$ cat config.mk
export PLATFORM = sky130hd
export DESIGN_NAME = adc_arbiter
export DESIGN_NICKNAME = d
export VERILOG_FILES = /design/src/rtl/adc_pkg.sv /design/src/rtl/adc_arbiter_rr_pick.sv /design/src/rtl/adc_arbiter.sv
export SDC_FILE = /design/constraint.sdc
export NUM_CORES = 1
export LEC_CHECK = 0
export CAP_MARGIN = 20
export CORE_MARGIN = 4
export CORE_UTILIZATION = 55
export CTS_CLUSTER_SIZE = 16
export DETAILED_ROUTE_END_ITERATION = 8
export PLACE_DENSITY = 0.85
export SYNTH_ARGS = -nofsm -noshare
export SYNTH_HDL_FRONTEND = slang
export SYNTH_SLANG_ARGS = --single-unit
$ cat constraint.sdc
create_clock -name clk_i -period 5.7 [get_ports clk_i]
set_input_delay 1.71 -clock clk_i [delete_from_list [all_inputs] [get_ports clk_i]]
set_output_delay 1.71 -clock clk_i [all_outputs]
set_load 0.005 [all_outputs]
$ cat src/rtl/adc_pkg.sv
// Shared definitions for the ADC sharing arbiter: one-hot FSM encoding and
// the default sample width.
package adc_pkg;

   localparam int ADC_DATA_W = 12;

   typedef enum logic [3:0] {
      ST_IDLE = 4'b0001,
      ST_REQ  = 4'b0010,
      ST_WAIT = 4'b0100,
      ST_DONE = 4'b1000
   } state_t;

endpackage

$ cat src/rtl/adc_arbiter_rr_pick.sv
// Combinational round-robin picker: first set request bit searching upward
// from ptr+1, wrapping at N.
module rr_pick
   import adc_pkg::*;
#(
   parameter int N  = 4,
   parameter int PW = 2
) (
   input  logic [N-1:0]  req,
   input  logic [PW-1:0] ptr,
   output logic [PW-1:0] grant,
   output logic          valid
);

   logic [PW-1:0] idx;

   // Walk from farthest to nearest so the nearest set bit is written last.
   always_comb begin
      grant = '0;
      valid = 1'b0;
      idx   = '0;
      for (int i = N; i >= 1; i--) begin
         idx = PW'((int'(ptr) + i) % N);
         if (req[idx]) begin
            grant = idx;
            valid = 1'b1;
         end
      end
   end

endmodule

$ cat src/rtl/adc_arbiter.sv
// Round-robin sharing of a single ADC among N_CH channels, each speaking the
// same level req/ready handshake, with a conversion timeout.
module adc_arbiter
   import adc_pkg::*;
#(
   parameter int N_CH    = 4,
   parameter int DATA_W  = ADC_DATA_W,
   parameter int TIMEOUT = 255
) (
   input  logic                     clk_i,
   input  logic                     reset_i,
   input  logic [N_CH-1:0]          ch_req_i,
   output logic [N_CH-1:0]          ch_rdy_o,
   output logic [N_CH*DATA_W-1:0]   ch_data_o,
   output logic                     adc_req_o,
   input  logic                     adc_rdy_i,
   input  logic [DATA_W-1:0]        adc_data_i,
   output logic                     busy_o,
   output logic                     timeout_o
);

   localparam int PW = (N_CH > 1) ? $clog2(N_CH) : 1;
   localparam int CW = $clog2(TIMEOUT);

   state_t state, state_nxt;

   logic [N_CH-1:0]   pending;
   logic [N_CH-1:0]   rdy_r;
   logic [N_CH-1:0]   accept;
   logic [PW-1:0]     ptr;
   logic [PW-1:0]     grant;
   logic [PW-1:0]     pick;
   logic              pick_valid;
   logic [DATA_W-1:0] data_r [N_CH];

   logic              rdy_q;
   logic              rdy_d;
   logic [DATA_W-1:0] data_q;
   logic              rdy_rise;

   logic [CW-1:0]     cnt;
   logic              tmo_hit;
   logic              tmo_r;

   logic              take;
   logic              capture;
   logic              abort;
   logic              finish;

   // A channel is only accepted while idle; this also ignores the granted
   // channel's req until its completion has cleared pending.
   assign accept   = ch_req_i & rdy_r & ~pending;
   assign rdy_rise = rdy_q & ~rdy_d;
   assign tmo_hit  = (cnt == CW'(TIMEOUT - 1));

   rr_pick #(
      .N  (N_CH),
      .PW (PW)
   ) u_pick (
      .req   (pending),
      .ptr   (ptr),
      .grant (pick),
      .valid (pick_valid)
   );

   always_comb begin
      state_nxt = state;
      take      = 1'b0;
      capture   = 1'b0;
      abort     = 1'b0;
      finish    = 1'b0;
      unique case (state)
         ST_IDLE: begin
            if (pick_valid) begin
               take      = 1'b1;
               state_nxt = ST_REQ;
            end
         end
         ST_REQ: begin
            if (tmo_hit) begin
               abort     = 1'b1;
               state_nxt = ST_DONE;
            end else if (!rdy_q) begin
               state_nxt = ST_WAIT;
            end
         end
         ST_WAIT: begin
            if (tmo_hit) begin
               abort     = 1'b1;
               state_nxt = ST_DONE;
            end else if (rdy_rise) begin
               capture   = 1'b1;
               state_nxt = ST_DONE;
            end
         end
         ST_DONE: begin
            finish    = 1'b1;
            state_nxt = ST_IDLE;
         end
         default: state_nxt = ST_IDLE;
      endcase
   end

   always_ff @(posedge clk_i) begin
      if (reset_i) begin
         state   <= ST_IDLE;
         pending <= '0;
         rdy_r   <= '1;
         ptr     <= PW'(N_CH - 1);
         grant   <= '0;
         cnt     <= '0;
         tmo_r   <= 1'b0;
         for (int k = 0; k < N_CH; k++) data_r[k] <= '0;
      end else begin
         state   <= state_nxt;
         pending <= pending | accept;
         rdy_r   <= rdy_r & ~accept;
         if (take) begin
            grant <= pick;
            cnt   <= '0;
         end else if (state == ST_REQ || state == ST_WAIT) begin
            cnt <= cnt + 1'b1;
         end
         if (capture) data_r[grant] <= data_q;
         if (abort) begin
            data_r[grant] <= '0;
            tmo_r         <= 1'b1;
         end
         if (finish) begin
            rdy_r[grant]   <= 1'b1;
            pending[grant] <= 1'b0;
            ptr            <= grant;
         end
      end
   end

   // The idle ADC holds rdy high, so the sync stages reset high to avoid a
   // false edge right after reset.
   always_ff @(posedge clk_i) begin
      if (reset_i) begin
         rdy_q  <= 1'b1;
         rdy_d  <= 1'b1;
         data_q <= '0;
      end else begin
         rdy_q  <= adc_rdy_i;
         rdy_d  <= rdy_q;
         data_q <= adc_data_i;
      end
   end

   for (genvar k = 0; k < N_CH; k++) begin : g_out
      assign ch_data_o[k*DATA_W +: DATA_W] = data_r[k];
   end

   assign ch_rdy_o  = rdy_r;
   assign adc_req_o = (state == ST_REQ);
   assign busy_o    = (state != ST_IDLE);
   assign timeout_o = tmo_r;

endmodule

==> metrics.txt, run 1 <==
status completed; Vias 2522; Clock Power Share 0.333; grt met2 use 0.349; largest family of logic cells by synthesized area simple AND/OR/NAND/NOR gates; top cell type's share of synthesized area 0.404; area share of and/or/nand/nor cells after synthesis 0.216; H-tree levels 3; DP HPWL 5.27 mm; CTS tree built; Final Cycle Share 0.648; post-route ant nets 0; Num CTS Buffers 9; drt pass-1 iters 4; # fillers 450; sequential share of the synthesized area 0.623; EDFF count, synth 48; Critical Path RT 3.99 ns; Post-CTS Setup Bufs 0; post-cts resize count 0; Reg2Reg Depth 3; Starting Density 0.565; Min-Delay Path Class reg2reg; Mapped Area 3570 um2; Pint 0.997 mW; # hold bufs at CTS 0; Post-Place Cells 420; Ys Warns 0; Fin. Hold Viols 0; top cells by area, synth edfxtp_1 (40%), dfxtp_1 (22%), and3_1 (7.2%), nor2b_1 (3.5%), and2_1 (2.3%); Hold EP timeout_o$_SDFFE_PP0N_; drt drc 0; Die Width 88.5 um; FF+latch count, synth 87; initial DRC count 204; Peak VDD IR 0.000227 V; first-pass GRT wire length 12.2 mm; switching share of power 0.252; post-synthesis mux area share 0.00842; Crit. End Element output pin; combined area of the multi-input logic cells 1230 um2; IO buf count 73; synth unique cells 52; RSZ-0062 raised after global routing no; Worst slew margin 0.325; critical path peak fanout 8; largest net degree at the start of global routing 49; TNS Setup 0 ns; Detailed Route WL 7.43 mm; data arrival time of the critical path 1.98 ns; share of cells above drive strength 1 0.0808; pre-CTS setup slack 1.91 ns; Slew Limit Fails 0; Slowest-stage cell, CP dfxtp_1; Design Area, Final 4530 um2; DIE AREA 7840 um2; crit start category flip-flop; CP Class reg2out; routability congestion estimate 0.860; R2R setup slack 3.40 ns; Yosys top cell by area edfxtp_1; DR vias/cell 5.78; GR peak layer met2; Final nets 375; cell area after placement 4310 um2; Leak 1.76 nW; Final Worst Setup Slack 2.01 ns; GRT Overall Usage 0.207; Max Buffers Root-to-Sink 2; Fmax 0.271 GHz; Worst-path clk slew 0.08 ns; area grow syn2layout 26.9%; register area 2220 um2; max capacitance violation total 0; Worst-Margin Slew 1.01 ns; GR Layer Usage met1 0.265; Cells on Worst Hold Path 2; number of antenna violations at the first check in global routing 0; net count after synthesis 306; PD cells 295 nW/um2; switching component of the power 0.337 mW; final hold slack 0.479 ns; synthesized area per cell 12.5 um2; Compound-Gate Fraction of Synth Area 0.102; WP buf/inv 1; Top-Level Pins 74; CP peak stage delay 0.61 ns; min-delay src timeout_o$_SDFFE_PP0N_; Synth Flop Type edfxtp_1; gr ovfl total 0; Final setup viols 0; worst-skew pair later-pin latency 0.35 ns; Core Area 6310 um2; Synth Area in XOR/XNOR 0.0102; crit-path leading delay family flip-flops; CTS root buf clkbuf_8; row cnt 29; number of global-route vias before repair 2393; non-filler cells in the finished layout 436; Ant. Diodes 0; adder-cell area share of the yosys netlist 0.00702; Die Height 88.5 um; wire per inst 17.0 um; CP Cell Sequence nor4b_1, clkdlybuf4s50_1; min Tclk post-route 3.69 ns; clk sinks 87; reg2reg start grant[0]$_SDFFE_PP0P_; GRT met3 Usage 0.0307; Reg power frac 0.540; Reg2Reg Capture Point data_r[1][2]$_SDFFCE_PN0P_; post-route clock skew 0.00706 ns; cells after synthesis 285; Combinational Power Share 0.127; Async SR Flop Fraction 0
-- layout by cell type (no fill, tap or decap), types with 2 or more instances in the layout --
cell and n:
clkdlybuf4s50_1 73, edfxtp_1 48, and3_1 41, dfxtp_1 39, nor2b_1 20, and2_1 13, a21oi_1 13, clkbuf_8 9
a221o_1 8, nor2_1 7, o21ai_0 6, inv_1 5, nand2b_1 5, a211oi_1 5, nand2_1 4, nor4b_1 3
nand4_1 3, nand3_1 3, mux2i_1 3, o31ai_1 3, or4_1 3, nor3_1 2, o21bai_1 2, o211ai_1 2
a211o_1 2, nor4_1 2, or2_2 2, o32a_1 2, ha_1 2, clkinv_2 2, buf_4 2
-- how the worst max path moves through the flow --
stage	from	end	slack, ns	cells past startpoint
floorplan	reset_i	data_r[3][0]$_DFFE_PP_	2.88	3
global placement	reset_i	data_r[1][1]$_SDFFCE_PN0P_	2.03	5
detailed placement	reset_i	data_r[2][9]$_SDFFCE_PN0P_	1.91	5
CTS	state[1]$_SDFFE_PP0P_	adc_req_o	1.98	2
global route	state[1]$_SDFFE_PP0P_	adc_req_o	1.92	2
finish	state[1]$_SDFFE_PP0P_	adc_req_o	2.01	2
-- metrics by stage --
step,power (mW),util
floorplan,0.829,-
CTS,1.34,0.717
global route,1.39,0.717
detailed placement,0.901,0.683
global placement,0.895,0.683
finish,1.33,0.717
-- power by group through the flow --
stage               clock network (mW)  logic, mW  registers, mW
finish                           0.445      0.170          0.720
floorplan                            0      0.107          0.722
global route                     0.477      0.188          0.725
detailed placement                   0      0.167          0.734
global placement                     0      0.162          0.733
CTS                              0.448      0.169          0.720
-- worst min-delay path: cells and delay by family (launching register included) --
| family | cells | cell delay (ns) |
|---|---|---|
| flops | 1 | 0.32 |
| buf+inv | 1 | 0.06 |
| compound gates | 1 | 0.05 |
-- Yosys cell counts (4+ instances only) --
cell       n
clkbuf_1   8
a211oi_1   5
o21ai_0    6
nor2b_1   20
dfxtp_1   39
a221o_1    8
inv_1      5
a21oi_1   13
and3_1    41
nand2_1    4
edfxtp_1  48
nor2_1     7
and2_1    13
nand2b_1   5
-- layer usage --
metal	part of all wire	wire, um
met5	0	0
met4	0.027	200
met1	0.41	3050
met3	0.068	507
met2	0.50	3680
-- cell type report --
class / instances / share of cell area
clock buffer: 10 / 0.0329
sequential: 87 / 0.491
clock inverter: 6 / 0.0144
inverter: 6 / 0.00498
tap: 77 / 0.0213
timing repair buffer: 75 / 0.165
multi-input combinational: 175 / 0.271
-- logic make-up after synthesis --
logic type               count (synthesis)
AO/OA/AOI/OAI                           50
XOR/XNOR                                 2
adder cells (fa/ha/maj)                  2
buffers and inverters                   23
flip-flops                              87
multiplexers                             3
AND/OR/NAND/NOR                        118
-- registers in the layout, summed over array words and instances (netlist names) --
| name | flops |
|---|---|
| data_r | 48 |
| ptr | 2 |
| data_q | 12 |
| state | 4 |
| rdy_q | 1 |
| grant | 2 |
| timeout_o | 1 |
| rdy_d | 1 |
| pending | 4 |
| cnt | 8 |
| ch_rdy_o | 4 |
No activity file was read; power rests on OpenSTA's default activity.
==> run 2: changes to the inputs <==
- CORE_UTILIZATION: 55 -> 51
- PLACE_DENSITY: 0.85 -> 0.8
- clock period: 5.7 -> 3.6 ns (I/O delays scaled with it)
==> run 2 against run 1 <==
  * Critical endpoint unchanged
  * Utilization is 4.5 points lower
  * Clock skew is 0.0056 ns higher
  * Register-to-register slack worse by 2.1 ns
  * Die area is 7.1% higher
  * Combinational power is 61% higher
  * Clock power is 57% higher
  * Global-route usage is 2.0 points lower
==> metrics.txt, run 2 (synthesized netlist as in run 1, its figures left out) <==
status completed; DP HPWL 5.40 mm (+2.3%); Slowest-stage cell, CP dfxtp_1; pre-CTS setup slack 0.661 ns (-1.25 ns); row cnt 30 (+3.4%); post-route clock skew 0.0126 ns (+0.00555 ns); Fmax 0.333 GHz; share of cells above drive strength 1 0.0831 (+0.00232); Worst-Margin Slew 1.03 ns (+0.0193 ns); Die Height 91.6 um (+3.5%); TNS Setup 0 ns (unchanged); biggest regs data_r x48, data_q x12, cnt x8; Peak VDD IR 0.000225 V (-0.66%); Worst slew margin 0.312 (-0.0129); Detailed Route WL 7.72 mm (+3.8%); min-delay src timeout_o$_SDFFE_PP0N_; CTS root buf clkbuf_8; Pint 1.58 mW (+58%); CTS tree built; Cells on Worst Hold Path 2 (unchanged); Worst-path clk slew 0.08 ns (about the same); DIE AREA 8400 um2 (+7.1%); drt pass-1 iters 5 (+1); Hold EP timeout_o$_SDFFE_PP0N_; max capacitance violation total 0 (unchanged); crit start category flip-flop; CP Cell Sequence nor4b_1, clkdlybuf4s50_1; Combinational Power Share 0.130 (+0.003); Crit. End Element output pin; CP Class reg2out; gr ovfl total 0 (unchanged); drt drc 0 (unchanged); Vias 2563 (+1.6%); Reg2Reg Depth 3 (unchanged); Critical Path RT 2.52 ns (-1.47 ns); critical path peak fanout 8 (unchanged); CP peak stage delay 0.62 ns (about the same); Core Area 6790 um2 (+7.6%); area grow syn2layout 28.0%; switching share of power 0.253 (+0.000991); switching component of the power 0.535 mW (+59%); # hold bufs at CTS 0 (unchanged); Final Worst Setup Slack 0.600 ns (-1.41 ns); Max Buffers Root-to-Sink 2 (unchanged); Min-Delay Path Class reg2reg; Reg power frac 0.540 (about the same); data arrival time of the critical path 1.92 ns (-0.06 ns); number of antenna violations at the first check in global routing 0 (unchanged); final hold slack 0.464 ns (-0.0149 ns); Final Cycle Share 0.833; Fin. Hold Viols 0 (unchanged); Starting Density 0.525 (-0.0400); Tot Pwr 2.11 mW (+58%); Slew Limit Fails 0 (unchanged); number of global-route vias before repair 2399 (+0.25%); Die Width 91.6 um (+3.5%); RSZ-0062 raised after global routing no; first-pass GRT wire length 12.3 mm (+0.62%); Post-CTS Setup Bufs 0 (unchanged); routability congestion estimate 0.834 (-3.1%); Leak 1.77 nW (+0.52%); wire per inst 16.9 um (-0.94%); Reg2Reg Capture Point data_r[1][8]$_SDFFCE_PN0P_; IO buf count 73 (unchanged); reg2reg start state[2]$_SDFFE_PP0P_; Top-Level Pins 74 (unchanged); commonest cells after routing, fill and taps aside clkdlybuf4s50_1 (73), edfxtp_1 (48), and3_1 (41); most common cell after layout, fill and taps aside clkdlybuf4s50_1; R2R setup slack 1.27 ns (-2.13 ns); PD cells 463 nW/um2 (+57%); Clock Power Share 0.330 (-0.003); DR vias/cell 5.61 (-3.0%); post-route ant nets 0 (unchanged); max FFs per register 48 (unchanged); Biggest register data_r; Num CTS Buffers 9 (unchanged); post-cts resize count 0 (unchanged); min Tclk post-route 3.00 ns; Final setup viols 0 (unchanged); Final nets 377 (+0.53%); initial DRC count 208 (+2.0%); Ant. Diodes 0 (unchanged); largest net degree at the start of global routing 49 (unchanged); GRT Overall Usage 0.187 (-0.0202); worst-skew pair later-pin latency 0.35 ns (about the same); clk sinks 87 (unchanged); H-tree levels 3 (unchanged)
run 2: changes by cell type in the layout (fill, tap and decap cells not counted), sizes merged:
cell,previous run,this run
clkbuf,10,13
clkinv,3,1
buf,2,4
bufinv,1,0
run 2: cell type report:
class                   count  area, um2
clock inverters             3       21.3
repair buffers             77        761
inverters                   6       22.5
multi-input cells         175       1230
well taps                  96        120
clock buffers              13        191
flip-flops and latches     87       2220
fillers                   532       2230
run 2: power by group through the flow:
| stage | clock [mW] | sequential, mW | combinational [mW] |
|---|---|---|---|
| floorplan | 0 | 1.14 | 0.169 |
| global placement | 0 | 1.16 | 0.265 |
| detailed placement | 0 | 1.16 | 0.272 |
| CTS | 0.712 | 1.14 | 0.274 |
| global route | 0.752 | 1.15 | 0.298 |
| finish | 0.698 | 1.14 | 0.274 |
run 2: metal layers:
| layer | global-route usage | share of wire | vias to the layer above |
|---|---|---|---|
| met2 | 0.319 | 0.50 | 110 |
| li1 | - | - | 1211 |
| met4 | 0.0879 | 0.023 | 0 |
| met1 | 0.228 | 0.42 | 1227 |
| met3 | 0.0336 | 0.061 | 15 |
| met5 | 0 | 0 | - |
run 2: worst max path at each step:
stage / from / endpoint / slack (ns) / cells after the start
after floorplan: reset_i / data_r[3][0]$_DFFE_PP_ / 1.41 / 3
after global placement: reset_i / data_r[3][6]$_DFFE_PP_ / 0.68 / 3
final: state[1]$_SDFFE_PP0P_ / adc_req_o / 0.60 / 2
after CTS: state[1]$_SDFFE_PP0P_ / adc_req_o / 0.59 / 2
after global routing: state[1]$_SDFFE_PP0P_ / adc_req_o / 0.50 / 2
after detailed placement: reset_i / data_r[2][2]$_SDFFCE_PN0P_ / 0.66 / 4
run 2: critical path, delay by kind of cell (launching register included):
kind	cells	cell delay (ns)
flops	1	0.62
buf+inv	1	0.58
simple gates	1	0.38
run 2: per-stage QoR:
step	utilization	cells	area, um2
2_1_floorplan	-	285	3570
3_3_place_gp	0.641	441	4350
3_5_place_dp	0.641	441	4350
4_1_cts	0.672	457	4560
5_1_grt	0.672	457	4560
6_report	0.672	457	4560
==> run 3: changes to the inputs <==
- clock period: 3.6 -> 3.05 ns (I/O delays scaled with it)
==> run 3 against run 2 <==
  * Largest power group unchanged
  * Worst hold slack worse by 0.0032 ns
  * Total power grew 22%
  * Critical path type unchanged
  * Global-route usage is 0.14 points lower
==> metrics.txt, run 3 (synthesized netlist as in run 1, its figures left out) <==
GRT Overall Usage 0.185 (-0.00135); Vias 2513 (-2.0%); initial DRC count 201 (-3.4%); CTS tree built; Ant. Diodes 0 (unchanged); Post-CTS Setup Bufs 0 (unchanged); gr ovfl total 0 (unchanged); wire per inst 16.3 um (-3.3%); worst-skew pair later-pin latency 0.36 ns (about the same); Top-Level Pins 74 (unchanged); largest net degree at the start of global routing 49 (unchanged); min Tclk post-route 2.85 ns; biggest regs data_r x48, data_q x12, cnt x8; Leak 1.79 nW (+1.4%); number of antenna violations at the first check in global routing 0 (unchanged); status completed; CP Class reg2out; CP Cell Sequence nor4b_1, clkdlybuf4s50_1; post-cts resize count 0 (unchanged); final core utilization 0.679 (+0.00681); Core Area 6790 um2 (unchanged); DR vias/cell 5.45 (-2.8%); Fmax 0.350 GHz; IO buf count 73 (unchanged); drt drc 0 (unchanged); commonest cells after routing, fill and taps aside clkdlybuf4s50_1 (73), edfxtp_1 (48), and3_1 (41); Slowest-stage cell, CP dfxtp_1; crit start category flip-flop; Fin. Hold Viols 0 (unchanged); DP HPWL 5.44 mm (+0.79%); Worst-Margin Slew 0.626 ns (-0.407 ns); Die Height 91.6 um (unchanged); Die Width 91.6 um (unchanged); Peak VDD IR 0.000293 V (+30%); Detailed Route WL 7.53 mm (-2.4%); Max Buffers Root-to-Sink 2 (unchanged); Worst slew margin 0.583 (+0.271); drt pass-1 iters 4 (-1); RSZ-0062 raised after global routing no; Slew Limit Fails 0 (unchanged); Crit. End Element output pin; Final Cycle Share 0.936; CTS root buf clkbuf_8; Biggest register data_r; first-pass GRT wire length 12.1 mm (-1.2%); # hold bufs at CTS 0 (unchanged); post-route ant nets 0 (unchanged); clk sinks 87 (unchanged); max capacitance violation total 0 (unchanged); Final nets 381 (+1.1%); Worst-path clk slew 0.09 ns (about the same); CP peak stage delay 0.60 ns (-0.02 ns); number of global-route vias before repair 2431 (+1.3%); Num CTS Buffers 9 (unchanged); PD cells 561 nW/um2 (+21%); most common cell after layout, fill and taps aside clkdlybuf4s50_1; critical path peak fanout 8 (unchanged); post-route clock skew 0.0107 ns (-0.00190 ns); final hold slack 0.460 ns (-0.00320 ns); DIE AREA 8400 um2 (unchanged); Final setup viols 0 (unchanged); row cnt 30 (unchanged); max FFs per register 48 (unchanged); data arrival time of the critical path 1.94 ns (+0.02 ns); area grow syn2layout 29.3%; H-tree levels 3 (unchanged); routability congestion estimate 0.815 (-2.3%); # fillers 519 (-2.4%); Starting Density 0.525 (unchanged); Critical Path RT 2.13 ns (-0.39 ns); TNS Setup 0 ns (unchanged); Min-Delay Path Class reg2reg; share of cells above drive strength 1 0.0959 (+0.0128)
[run 3: cell count changes in the layout (fill, tap and decap cells not counted), moves of 2 or more]
cell / delta
buf_4: +4
bufinv_16: +2
clkbuf_16: -2
clkinv_4: +2
[run 3: worst paths after layout]
path                          start                          to  slack, ns  depth (start not counted)
max reg2reg   state[3]$_SDFFE_PP0P_  data_r[2][1]$_SDFFCE_PN0P_       0.84                          3
min          timeout_o$_SDFFE_PP0N_      timeout_o$_SDFFE_PP0N_       0.46                          2
max           state[1]$_SDFFE_PP0P_                   adc_req_o       0.20                          2
min reg2reg  timeout_o$_SDFFE_PP0N_      timeout_o$_SDFFE_PP0N_       0.46                          2
[run 3: per-stage QoR]
step | instances | setup WS, ns | area [um2] | power (mW)
detailed placement | 445 | 0.488 | 4380 | 1.70
global route | 461 | 0.0508 | 4610 | 2.69
global placement | 445 | 0.538 | 4380 | 1.69
finish | 461 | 0.196 | 4610 | 2.59
CTS | 461 | 0.144 | 4610 | 2.59
floorplan | 285 | 1.02 | 3570 | 1.55
[run 3: final cells by class]
| cell class | count | area (um2) | share of cell area |
|---|---|---|---|
| flip-flops and latches | 87 | 2220 | 0.482 |
| multi-input cells | 175 | 1230 | 0.266 |
| repair buffers | 81 | 791 | 0.172 |
| clock buffers | 9 | 124 | 0.0269 |
| well taps | 96 | 120 | 0.0261 |
| clock inverters | 7 | 105 | 0.0228 |
| inverters | 6 | 22.5 | 0.00488 |
[run 3: critical path, delay by kind of cell (launching register included)]
family / cells / cell delay [ns]
and+or+nand+nor: 1 / 0.41
DFF: 1 / 0.60
buffers and inverters: 1 / 0.58
[run 3: metal layers]
metal  global-route usage  wire length [um]  share of wire
met5                    0                 0              0
met4               0.0779               130          0.017
met3               0.0377               389          0.052
met2                0.296              3760           0.50
met1                0.246              3260           0.43
[run 3: power by group]
part | leakage (nW) | total (mW) | internal [mW] | switching [mW]
registers | 0.817 | 1.34 | 1.29 | 0.0554
logic | 0.862 | 0.336 | 0.161 | 0.174
clock network | 0.112 | 0.908 | 0.473 | 0.435
total | 1.79 | 2.59 | 1.92 | 0.665
